--- src/rtl/bopit_game_core.sv ---
// rtl/bopit_game_core.sv - tick-paced reaction game core: random commands, edge/toggle actions, scaled deadline.
// Optional high-score tracking is enabled with `define BOPIT_HISCORE_EN.
module bopit_game_core #(
  parameter int              N_CMD     = 3,
  parameter int              SCORE_W   = 7,
  parameter int              T_START   = 3,
  parameter int              T_MIN     = 1,
  parameter int              SPEEDUP   = 10,
  parameter int              LOSS_HOLD = 3,
  parameter logic [N_CMD-1:0] EDGE_MASK = 3'b010,
  parameter logic [7:0]      LFSR_SEED = 8'hA5,
  localparam int             TL_W      = $clog2(T_START+1)
) (
  input  logic               clk,
  input  logic               rst,
  input  logic               tick,
  input  logic               start,
  input  logic [N_CMD-1:0]   act_in,
  output logic [N_CMD-1:0]   cmd_onehot,
  output logic [2:0]         cmd_idx,
  output logic [TL_W-1:0]    time_left,
  output logic [SCORE_W-1:0] score,
  output logic               loss,
  output logic               busy
`ifdef BOPIT_HISCORE_EN
  ,
  output logic [SCORE_W-1:0] hiscore,
  output logic               new_record
`endif
);

  localparam int LC_W = $clog2(LOSS_HOLD+1);

  localparam logic [1:0] S_IDLE  = 2'd0;
  localparam logic [1:0] S_ISSUE = 2'd1;
  localparam logic [1:0] S_WAIT  = 2'd2;
  localparam logic [1:0] S_LOSS  = 2'd3;

  logic [1:0]         r_state;
  logic [7:0]         r_lfsr;
  logic [N_CMD-1:0]   r_act_prev;
  logic               r_prime;
  logic [2:0]         r_cmd_idx;
  logic [TL_W-1:0]    r_time_left;
  logic [SCORE_W-1:0] r_score;
  logic [LC_W-1:0]    r_loss_cnt;

  logic [N_CMD-1:0]   w_ev;
  logic [N_CMD-1:0]   w_sel;
  logic               w_hit;
  logic               w_wrong;
  logic               w_timeout;
  logic               w_enter_loss;
  logic               w_leave_loss;
  logic [31:0]        w_lvl;
  logic [TL_W-1:0]    w_deadline;
  logic [7:0]         w_lfsr_next;
  logic [2:0]         w_cmd_next;
  logic [SCORE_W-1:0] w_score_inc;

  // Levels already present when reset releases must not count as actions.
  assign w_ev = r_prime ? '0 :
                ((EDGE_MASK & (act_in ^ r_act_prev)) | (~EDGE_MASK & act_in & ~r_act_prev));

  assign w_sel     = N_CMD'(1) << r_cmd_idx;
  assign w_hit     = |(w_ev & w_sel);
  assign w_wrong   = |(w_ev & ~w_sel);
  assign w_timeout = tick && (r_time_left == TL_W'(1));

  // Priority inside WAIT: wrong channel, then correct channel, then timeout.
  assign w_enter_loss = (r_state == S_WAIT) && (w_wrong || (!w_hit && w_timeout));
  assign w_leave_loss = (r_state == S_LOSS) && tick && (r_loss_cnt == LC_W'(1));

  assign w_lfsr_next = {1'b0, r_lfsr[7:1]} ^ (r_lfsr[0] ? 8'hB8 : 8'h00);
  assign w_cmd_next  = 3'(r_lfsr % 8'(N_CMD));
  assign w_score_inc = (&r_score) ? r_score : r_score + 1'b1;

  assign w_lvl      = 32'(r_score) / 32'(SPEEDUP);
  assign w_deadline = (w_lvl + 32'(T_MIN) >= 32'(T_START)) ? TL_W'(T_MIN)
                                                            : TL_W'(32'(T_START) - w_lvl);

  always_ff @(posedge clk or negedge rst) begin
    if (!rst) begin
      r_state     <= S_IDLE;
      r_lfsr      <= LFSR_SEED;
      r_act_prev  <= '0;
      r_prime     <= 1'b1;
      r_cmd_idx   <= '0;
      r_time_left <= '0;
      r_score     <= '0;
      r_loss_cnt  <= '0;
    end else begin
      r_lfsr     <= w_lfsr_next;
      r_act_prev <= act_in;
      r_prime    <= 1'b0;
      case (r_state)
        S_IDLE: begin
          if (start) begin
            r_score <= '0;
            r_state <= S_ISSUE;
          end
        end
        S_ISSUE: begin
          r_cmd_idx   <= w_cmd_next;
          r_time_left <= w_deadline;
          r_state     <= S_WAIT;
        end
        S_WAIT: begin
          if (w_enter_loss) begin
            r_loss_cnt <= LC_W'(LOSS_HOLD);
            r_state    <= S_LOSS;
          end else if (w_hit) begin
            r_score <= w_score_inc;
            r_state <= S_ISSUE;
          end else if (tick) begin
            r_time_left <= r_time_left - 1'b1;
          end
        end
        S_LOSS: begin
          if (w_leave_loss) begin
            r_state <= S_IDLE;
          end else if (tick) begin
            r_loss_cnt <= r_loss_cnt - 1'b1;
          end
        end
        default: r_state <= S_IDLE;
      endcase
    end
  end

`ifdef BOPIT_HISCORE_EN
  logic [SCORE_W-1:0] r_hiscore;
  logic               r_new_record;

  always_ff @(posedge clk or negedge rst) begin
    if (!rst) begin
      r_hiscore    <= '0;
      r_new_record <= 1'b0;
    end else if (w_enter_loss) begin
      if (r_score > r_hiscore) begin
        r_hiscore    <= r_score;
        r_new_record <= 1'b1;
      end else begin
        r_new_record <= 1'b0;
      end
    end else if (w_leave_loss) begin
      r_new_record <= 1'b0;
    end
  end

  assign hiscore    = r_hiscore;
  assign new_record = r_new_record;
`endif

  assign cmd_onehot = (r_state == S_WAIT) ? w_sel : '0;
  assign cmd_idx    = r_cmd_idx;
  assign time_left  = r_time_left;
  assign score      = r_score;
  assign loss       = (r_state == S_LOSS);
  assign busy       = (r_state == S_ISSUE) || (r_state == S_WAIT);

endmodule

--- config.mk ---
export PLATFORM = sky130hd
export DESIGN_NAME = bopit_game_core
export DESIGN_NICKNAME = d
export VERILOG_FILES = /design/src/rtl/bopit_game_core.sv
export SDC_FILE = /design/constraint.sdc
export NUM_CORES = 1
export LEC_CHECK = 0
export CAP_MARGIN = 20
export CORE_ASPECT_RATIO = 1.5
export CORE_UTILIZATION = 60
export DETAILED_ROUTE_END_ITERATION = 16
export PLACE_DENSITY = 0.89
export SYNTH_ARGS = -nofsm -noshare
export SYNTH_HDL_FRONTEND = slang
export SYNTH_SLANG_ARGS = --single-unit
--- constraint.sdc ---
create_clock -name clk -period 7.14 [get_ports clk]
set_input_delay 1.428 -clock clk [delete_from_list [all_inputs] [get_ports clk]]
set_output_delay 1.428 -clock clk [all_outputs]
set_load 0.02 [all_outputs]
==> metrics, run 1 <==
HP Class=register to register; clock sinks=28; Layout area overhead=11.7%; max-slew violation count=0; Ports=24; crit path max fanout=12; hold buffer count at CTS=0; register area=707 um^2; post-layout minimum cycle time=4.08 ns; final setup vio count=0; slew margin rel.=49.2%; CTS resizes=0; Worst Path Required=5.71 ns; Synth Instances=259; Leak=1.05 nW; core area=3650 um^2; row cnt=27; Post-CTS Setup Inserts=0; Post-synth EDFFs=0; Num CTS Buffers=3; Design Area, Final=2540 um^2; Iteration-0 DRC Markers=58; Crit-path slowest cell=clkdlybuf4s50_1; Seq cells post-synth=28; area occupied by multi-input gates=1420 um^2; Fin Setup TNS=0 ns; fmax=245 MHz; DRC viols=0; CTS H-tree depth=1; routed wl met2=3030 um; fin cells=318; total global routing track utilization=28.1%; routed vias=2049; period utilization=57.1%; synth unique cells=74; hpwl dp=3970 um; status=completed; met3 WL post-DR=134 um; hold slack final=0.459 ns; Fill cells=290; Placed Instances=314; DIE HEIGHT=77.4 um; wire per inst=16.4 um; Crit path arrival time=2.65 ns; Netlist Area Pre-Place=2270 um^2; Total Die Area=4040 um^2; initial antenna violation count=0; Clk pin slew, worst setup/hold paths=0.10 ns; PortBufs=23; element type at the critical path start=register; register area share after synthesis=31.1%; Tot Pwr=0.767 mW; n_diodes=0; top_reg_cell synth=dfrtp_1; first-pass GRT wire length=8770 um; max incr delay on CP=0.67 ns; CTS root buffer=clkbuf_8; final net count=296; M1 WL=2000 um; Least-Margin Pin Slew=0.755 ns; Final ANT Viol Nets=0; Mapped Avg Cell Area=8.77 um^2; Max-Cap Viols=0; ordered cell list for the critical path=inv_1 > ha_1 > clkinv_1 > nor4_1 > clkdlybuf4s50_1; Initial Utilization=62.3%; Die X=52.2 um; CTS tree=yes; clk_lat worst skew=0.28 ns; kind of critical path=register to primary output; overflow left after global routing=0; GP Congestion=0.802; Top Metal Used=met4; drt pass-1 iters=4; vias in the first global route=1972; RSZ-0062 raised after global routing=no; CP endpoint kind=primary output; final hold vios=0; FFs w/ async S/R, synth=100%; largest net degree at the start of global routing=29; post-DR vias/cell=6.44; Synth Warn #=0; clk buf depth=2; maximum vdd drop=0.206 mV; Post-Place Cell Area=2490 um^2; pwr/cell area=302 nW/um^2; Syn Nets=279; Layout Skew=0.0106 ns; layout cells sized above 1=9.09%; final wirelength=5220 um
kinds of logic after synthesis:
logic type	after synthesis	share of synthesized area (%)
AOI/OAI and AO/OA	87	28.3
and+or+nand+nor	83	20.8
buffers and inverters	33	6.61
DFF	28	31.1
adders and majority gates	14	7.60
xor gates and xnor gates	7	2.70
muxes	6	2.75
other	1	0.165
area by class of cell:
type / instances / share of cell area (%)
flip-flops and latches: 28 / 27.9
repair buffers: 24 / 9.37
inverters: 21 / 3.11
multi-input cells: 198 / 55.8
clock buffers: 4 / 1.78
well taps: 43 / 2.12
critical path: cells and delay by family, from the launching register on:
family	cells	cell delay [ns]
DFF	1	0.44
and+or+nand+nor	1	0.38
buffers and inverters	3	1.16
adders and majority gates	1	0.39
per-stage QoR:
step,worst slack (ns),util (%)
after CTS,3.09,69.5
final,3.06,69.5
after floorplan,3.72,-
after global routing,2.79,69.5
after global placement,3.37,68.3
after detailed placement,3.25,68.3
routing by layer:
metal,vias up,GRT usage (%)
li1,988,-
met1,1011,28.6
met2,43,55.6
met3,7,3.92
met4,0,7.89
met5,-,0
sequential cells by signal, indices dropped and copies added (netlist names):
name        flops
r_lfsr          8
time_left       2
r_prime         1
r_act_prev      3
r_state         2
r_loss_cnt      2
cmd_idx         3
score           7
final timing paths:
path	slack [ns]	to	startpoint	depth (start not counted)
max	3.06	cmd_onehot[0]	r_state[0]$_DFFE_PN0P_	5
min	0.46	r_lfsr[7]$_DFF_PN1_	r_lfsr[0]$_DFF_PN1_	0
max reg2reg	3.47	cmd_idx[1]$_DFFE_PN0N_	r_lfsr[5]$_DFF_PN1_	13
min reg2reg	0.46	r_lfsr[7]$_DFF_PN1_	r_lfsr[0]$_DFF_PN1_	0
max in group asynchronous	5.31	r_lfsr[7]$_DFF_PN1_	rst	2
min in group asynchronous	1.52	r_act_prev[1]$_DFF_PN0_	rst	2
where the power goes:
group	switching, mW	leakage [nW]	internal (mW)
registers	0.0651	0.344	0.193
clock network	0.0490	0.0228	0.0401
logic	0.242	0.679	0.178
placed cells by master (no fill, tap or decap), types with 4 or more instances in the layout:
cell type and n:
dfrtp_1 23, clkdlybuf4s50_1 23, inv_1 20, o21ai_0 20, nand2_1 18, a21oi_1 14
nor2_1 14, ha_1 13, nand3_1 9, o211ai_1 6, nand2b_1 6, nand3b_1 5
a31oi_1 5, nor2b_1 5, o31ai_1 5, dfstp_2 5, xor2_1 4, mux2i_1 4
cells in the mapped netlist (all sizes together), types with 5 or more instances:
| master | instances | area (um^2) |
|---|---|---|
| dfrtp | 23 | 576 |
| o21ai | 21 | 109 |
| inv | 20 | 75.1 |
| nand2 | 18 | 67.6 |
| a21oi | 15 | 78.8 |
| nor2 | 14 | 52.6 |
| ha | 13 | 163 |
| nand3 | 9 | 45.0 |
| buf | 8 | 56.3 |
| nand2b | 6 | 37.5 |
| o211ai | 6 | 45.0 |
| a31oi | 5 | 31.3 |
| dfstp | 5 | 131 |
| nand3b | 5 | 37.5 |
| nor2b | 5 | 31.3 |
| o31ai | 5 | 37.5 |
| or3 | 5 | 33.8 |
No activity file was read; power rests on OpenSTA's default activity.
==> inputs of run 2 (changes only) <==
- CORE_UTILIZATION: 60 -> 57
- PLACE_DENSITY: 0.89 -> 0.85
- clock period: 7.14 -> 3.8 ns (I/O delays scaled with it)
==> metrics, run 2 (synthesis gave the netlist of run 1 again) <==
status=completed; element type at the critical path start=register; DIE HEIGHT=79.3 um; GP Congestion=0.828; commonest cells after routing, fill and taps aside=dfrtp_1, clkdlybuf4s50_1, inv_1, o21ai_0, nand2_1; n_diodes=0; Final ANT Viol Nets=0; Clk pin slew, worst setup/hold paths=0.10 ns; layout cells sized above 1=10.5%; Die X=53.6 um; Design Area, Final=2580 um^2; Biggest register=r_lfsr; post-layout minimum cycle time=3.55 ns; drt pass-1 iters=4; Layout Skew=0.00120 ns; DRC viols=0; max incr delay on CP=0.67 ns; CTS root buffer=clkbuf_8; max-slew violation count=0; HP Class=register to register; wire per inst=16.0 um; final hold vios=0; row cnt=27; CTS tree=yes; Clk pwr share=16.0%; final net count=298; hold buffer count at CTS=0; Crit-path slowest cell=dfstp_2; Int Power=0.843 mW; Least-Margin Pin Slew=0.780 ns; kind of critical path=register to register; initial antenna violation count=0; ordered cell list for the critical path=or3b_1 > a31oi_1 > a22o_1 > nor2_2 > inv_1 > ha_1 > a211o_2 > a21oi_2 > o21ai_0 > ha_1 > a211o_1 > o211a_1 > a311o_1; Layout area overhead=13.6%; routed vias=2022; first-pass GRT wire length=8560 um; Iteration-0 DRC Markers=63; overflow left after global routing=0; final wirelength=5110 um; crit path max fanout=13; Max-Cap Viols=0; Worst Path Required=3.98 ns; combinational share of power=51.5%; PortBufs=23; pwr/cell area=582 nW/um^2; clk_lat worst skew=0.28 ns; Core Util, Final=68.8%; post-DR vias/cell=6.32; max FFs per register=8; Fin Setup TNS=0 ns; maximum vdd drop=0.407 mV; Post-Place Cell Area=2500 um^2; CP endpoint kind=register; hpwl dp=3750 um; final setup vio count=0; vias in the first global route=1961; RSZ-0062 raised after global routing=no; core area=3750 um^2; Initial Utilization=60.6%; clock sinks=28; CTS H-tree depth=1; Leak=1.07 nW; largest net degree at the start of global routing=29; total global routing track utilization=26.7%; fmax=282 MHz; Sequential Power Share=32.5%; most used cell, CP=ha_1; Crit path arrival time=3.73 ns; Num CTS Buffers=3; period utilization=93.4%; slew margin rel.=47.4%; sw power=0.660 mW; clk buf depth=2; Total Die Area=4250 um^2; Sw Ratio=43.9%; Ports=24
## run 2: changes by cell type in the layout (fill, tap and decap cells not counted), sizes merged
cell / change
buf: +2
clkbuf: -1
bufinv: +1
## run 2: final timing paths
path	start	cells after the start	end	slack [ns]
setup reg to reg	r_lfsr[7]$_DFF_PN1_	13	cmd_idx[1]$_DFFE_PN0N_	0.25
hold reg to reg	r_lfsr[0]$_DFF_PN1_	0	r_lfsr[7]$_DFF_PN1_	0.46
setup / recovery	r_lfsr[7]$_DFF_PN1_	13	cmd_idx[1]$_DFFE_PN0N_	0.25
hold / removal	r_lfsr[0]$_DFF_PN1_	0	r_lfsr[7]$_DFF_PN1_	0.46
min in group asynchronous	rst	2	r_loss_cnt[1]$_DFFE_PN0P_	0.86
max in group asynchronous	rst	2	r_lfsr[2]$_DFF_PN1_	2.62
## run 2: power by group through the flow
stage          clock [mW]  combinational [mW]  sequential (mW)
2_1_floorplan           0               0.527            0.474
3_3_place_gp            0               0.755            0.486
3_5_place_dp            0               0.772            0.492
4_1_cts             0.246               0.777            0.486
5_1_grt             0.255               0.867            0.500
6_report            0.241               0.774            0.488
## run 2: stage by stage
| stage | hold WS, ns | total power, mW | setup slack [ns] | cells |
|---|---|---|---|---|
| after floorplan | 0.363 | 1.00 | 0.407 | 259 |
| after global placement | 0.442 | 1.24 | 0.326 | 315 |
| after detailed placement | 0.440 | 1.26 | 0.198 | 315 |
| after CTS | 0.458 | 1.51 | 0.164 | 319 |
| after global routing | 0.465 | 1.62 | 0.0258 | 320 |
| final | 0.457 | 1.50 | 0.249 | 320 |
## run 2: critical path: cells and delay by family (launching register included)
kind,cells,cell delay (ns)
adders and majority gates,2,0.46
buffers and inverters,1,0.07
DFF,1,0.67
AOI/OAI and AO/OA,8,1.86
and+or+nand+nor,2,0.38
## run 2: cell type report
cell class / instances / area (um^2)
Inverter: 21 / 78.8
Multi-Input combinational cell: 198 / 1420
Timing Repair Buffer: 26 / 253
Clock buffer: 3 / 41.3
Clock inverter: 1 / 30.0
Tap cell: 43 / 53.8
Sequential cell: 28 / 707
Fill cell: 304 / 1170
## run 2: what timing repair did
| item | 4_1_cts | 5_1_grt |
|---|---|---|
| buffers inserted | 0 | 1 |
| endpoints found under the setup margin | 0 | 2 |
| resized for setup | 0 | 1 |
## run 2: layer usage
metal,part of all wire (%),vias to the layer above,track usage [%]
li1,-,995,-
met1,42,989,30.2
met2,55,33,50.4
met3,1.8,5,1.92
met4,1.1,0,8.16
met5,0,-,0
==> inputs of run 3 (changes only) <==
- CORE_ASPECT_RATIO: 1.5 -> unset
==> metrics, run 3 (synthesis gave the netlist of run 1 again) <==
status=completed; pre-CTS setup slack=0.238 ns; Worst Path Required=3.97 ns; met2 GRT Util=39.6%; Final WS setup=0.242 ns; row cnt=22; post-DR vias/cell=6.10; slew margin rel.=42.7%; Clk pin slew, worst setup/hold paths=0.09 ns; HP Class=register to register; DRC viols=0; initial antenna violation count=0; CP top delay family=compound AO/OA/AOI/OAI gates; CTS root buffer=clkbuf_8; hpwl dp=3440 um; GP Congestion=0.906; final wirelength=4680 um; Design Area, Final=2570 um^2; Die X=65.1 um; period utilization=93.6%; clk buf depth=2; grt peak-use layer=met2; post-layout minimum cycle time=3.56 ns; total global routing track utilization=23.4%; max incr delay on CP=0.67 ns; met3 track demand over resource=2.60%; CP endpoint kind=register; crit path max fanout=14; RSZ-0062 raised after global routing=no; drt pass-1 iters=5; n_diodes=0; Initial Utilization=60.7%; fmax=281 MHz; clk_lat worst skew=0.28 ns; Max-Cap Viols=0; vias in the first global route=1710; commonest cells after routing, fill and taps aside=dfrtp_1, clkdlybuf4s50_1, inv_1, o21ai_0, nand2_1; Sequential Power Share=32.5%; Layout Skew=0.00240 ns; Int Power=0.837 mW; final hold vios=0; overflow left after global routing=0; Least-Margin Pin Slew=0.851 ns; element type at the critical path start=register; Post-CTS Setup Inserts=0; Crit-path slowest cell=dfstp_2; sw power=0.650 mW; DIE HEIGHT=65.1 um; met1 usage=30.9%; max-slew violation count=0; ordered cell list for the critical path=xor2_1 > o211ai_1 > a22o_1 > nor2_1 > inv_1 > ha_1 > a211o_2 > a21oi_2 > o21ai_0 > ha_1 > a211o_1 > o211a_1 > a311o_1; Final ANT Viol Nets=0; Biggest register=r_lfsr; hold buffer count at CTS=0; Ports=24; Iteration-0 DRC Markers=138; Fill cells=314; Clk pwr share=16.0%; critical path buffer and inverter count=1; combinational share of power=51.5%; pwr/cell area=579 nW/um^2; clock sinks=28; Sw Ratio=43.7%; PortBufs=23; final net count=296; Num CTS Buffers=3; Crit path arrival time=3.73 ns; max FFs per register=8; first-pass GRT wire length=7710 um; Fin Setup TNS=0 ns; most used cell, CP=ha_1; core area=3740 um^2; Post-Place Cell Area=2500 um^2; CTS resizes=0; layout cells sized above 1=9.45%; Leak=1.06 nW; CTS H-tree depth=1; kind of critical path=register to register; final setup vio count=0; maximum vdd drop=0.320 mV; Layout area overhead=13.1%; largest net degree at the start of global routing=29; routed vias=1969; wire per inst=14.5 um; CTS tree=yes; Total Die Area=4240 um^2; Tot Pwr=1.49 mW
[run 3: cell count changes in the layout (fill, tap and decap cells not counted), sizes merged]
cell  before  now
buf        3    1
[run 3: metrics by stage]
stage / instances / hold slack, ns / util, %
after floorplan: 259 / 0.363 / -
after global placement: 319 / 0.441 / 66.7
after detailed placement: 319 / 0.438 / 66.7
after CTS: 323 / 0.454 / 68.6
after global routing: 323 / 0.463 / 68.6
final: 323 / 0.455 / 68.6
[run 3: routing by layer]
layer  share of wire (%)  vias to the layer above
met5                   0                        -
met4                 1.0                        0
met3                 2.7                        5
met2                  48                       32
met1                  48                      945
li1                    -                      987
[run 3: worst reg2reg max path, stage by stage (launching register included)]
cell and delay, ns:
dfstp_2 0.67, xor2_1 0.20, o211ai_1 0.10, a22o_1 0.26, nor2_1 0.26, inv_1 0.08, ha_1 0.23, a211o_2 0.30
a21oi_2 0.19, o21ai_0 0.14, ha_1 0.24, a211o_1 0.27, o211a_1 0.22, a311o_1 0.31
[run 3: worst paths after layout]
check,start,end,slack [ns],depth (start not counted)
min,r_lfsr[0]$_DFF_PN1_,r_lfsr[7]$_DFF_PN1_,0.46,0
max in group asynchronous,rst,r_lfsr[7]$_DFF_PN1_,2.64,2
min reg2reg,r_lfsr[0]$_DFF_PN1_,r_lfsr[7]$_DFF_PN1_,0.46,0
min in group asynchronous,rst,cmd_idx[2]$_DFFE_PN0N_,0.86,2
max reg2reg,r_lfsr[5]$_DFF_PN1_,cmd_idx[1]$_DFFE_PN0N_,0.24,13
max,r_lfsr[5]$_DFF_PN1_,cmd_idx[1]$_DFFE_PN0N_,0.24,13
[run 3: final cells by class]
| cell class | instances | area (um^2) | share of cell area [%] |
|---|---|---|---|
| Clock buffer | 3 | 41.3 | 1.61 |
| Multi-Input combinational cell | 198 | 1420 | 55.1 |
| Inverter | 21 | 78.8 | 3.07 |
| Sequential cell | 28 | 707 | 27.5 |
| Tap cell | 48 | 60.1 | 2.34 |
| Clock inverter | 1 | 30.0 | 1.17 |
| Timing Repair Buffer | 24 | 238 | 9.25 |
[run 3: power groups by stage]
stage / registers (mW) / clock network (mW) / logic (mW)
2_1_floorplan: 0.474 / 0 / 0.527
3_3_place_gp: 0.484 / 0 / 0.742
3_5_place_dp: 0.486 / 0 / 0.764
4_1_cts: 0.480 / 0.240 / 0.767
5_1_grt: 0.498 / 0.255 / 0.854
6_report: 0.483 / 0.238 / 0.766
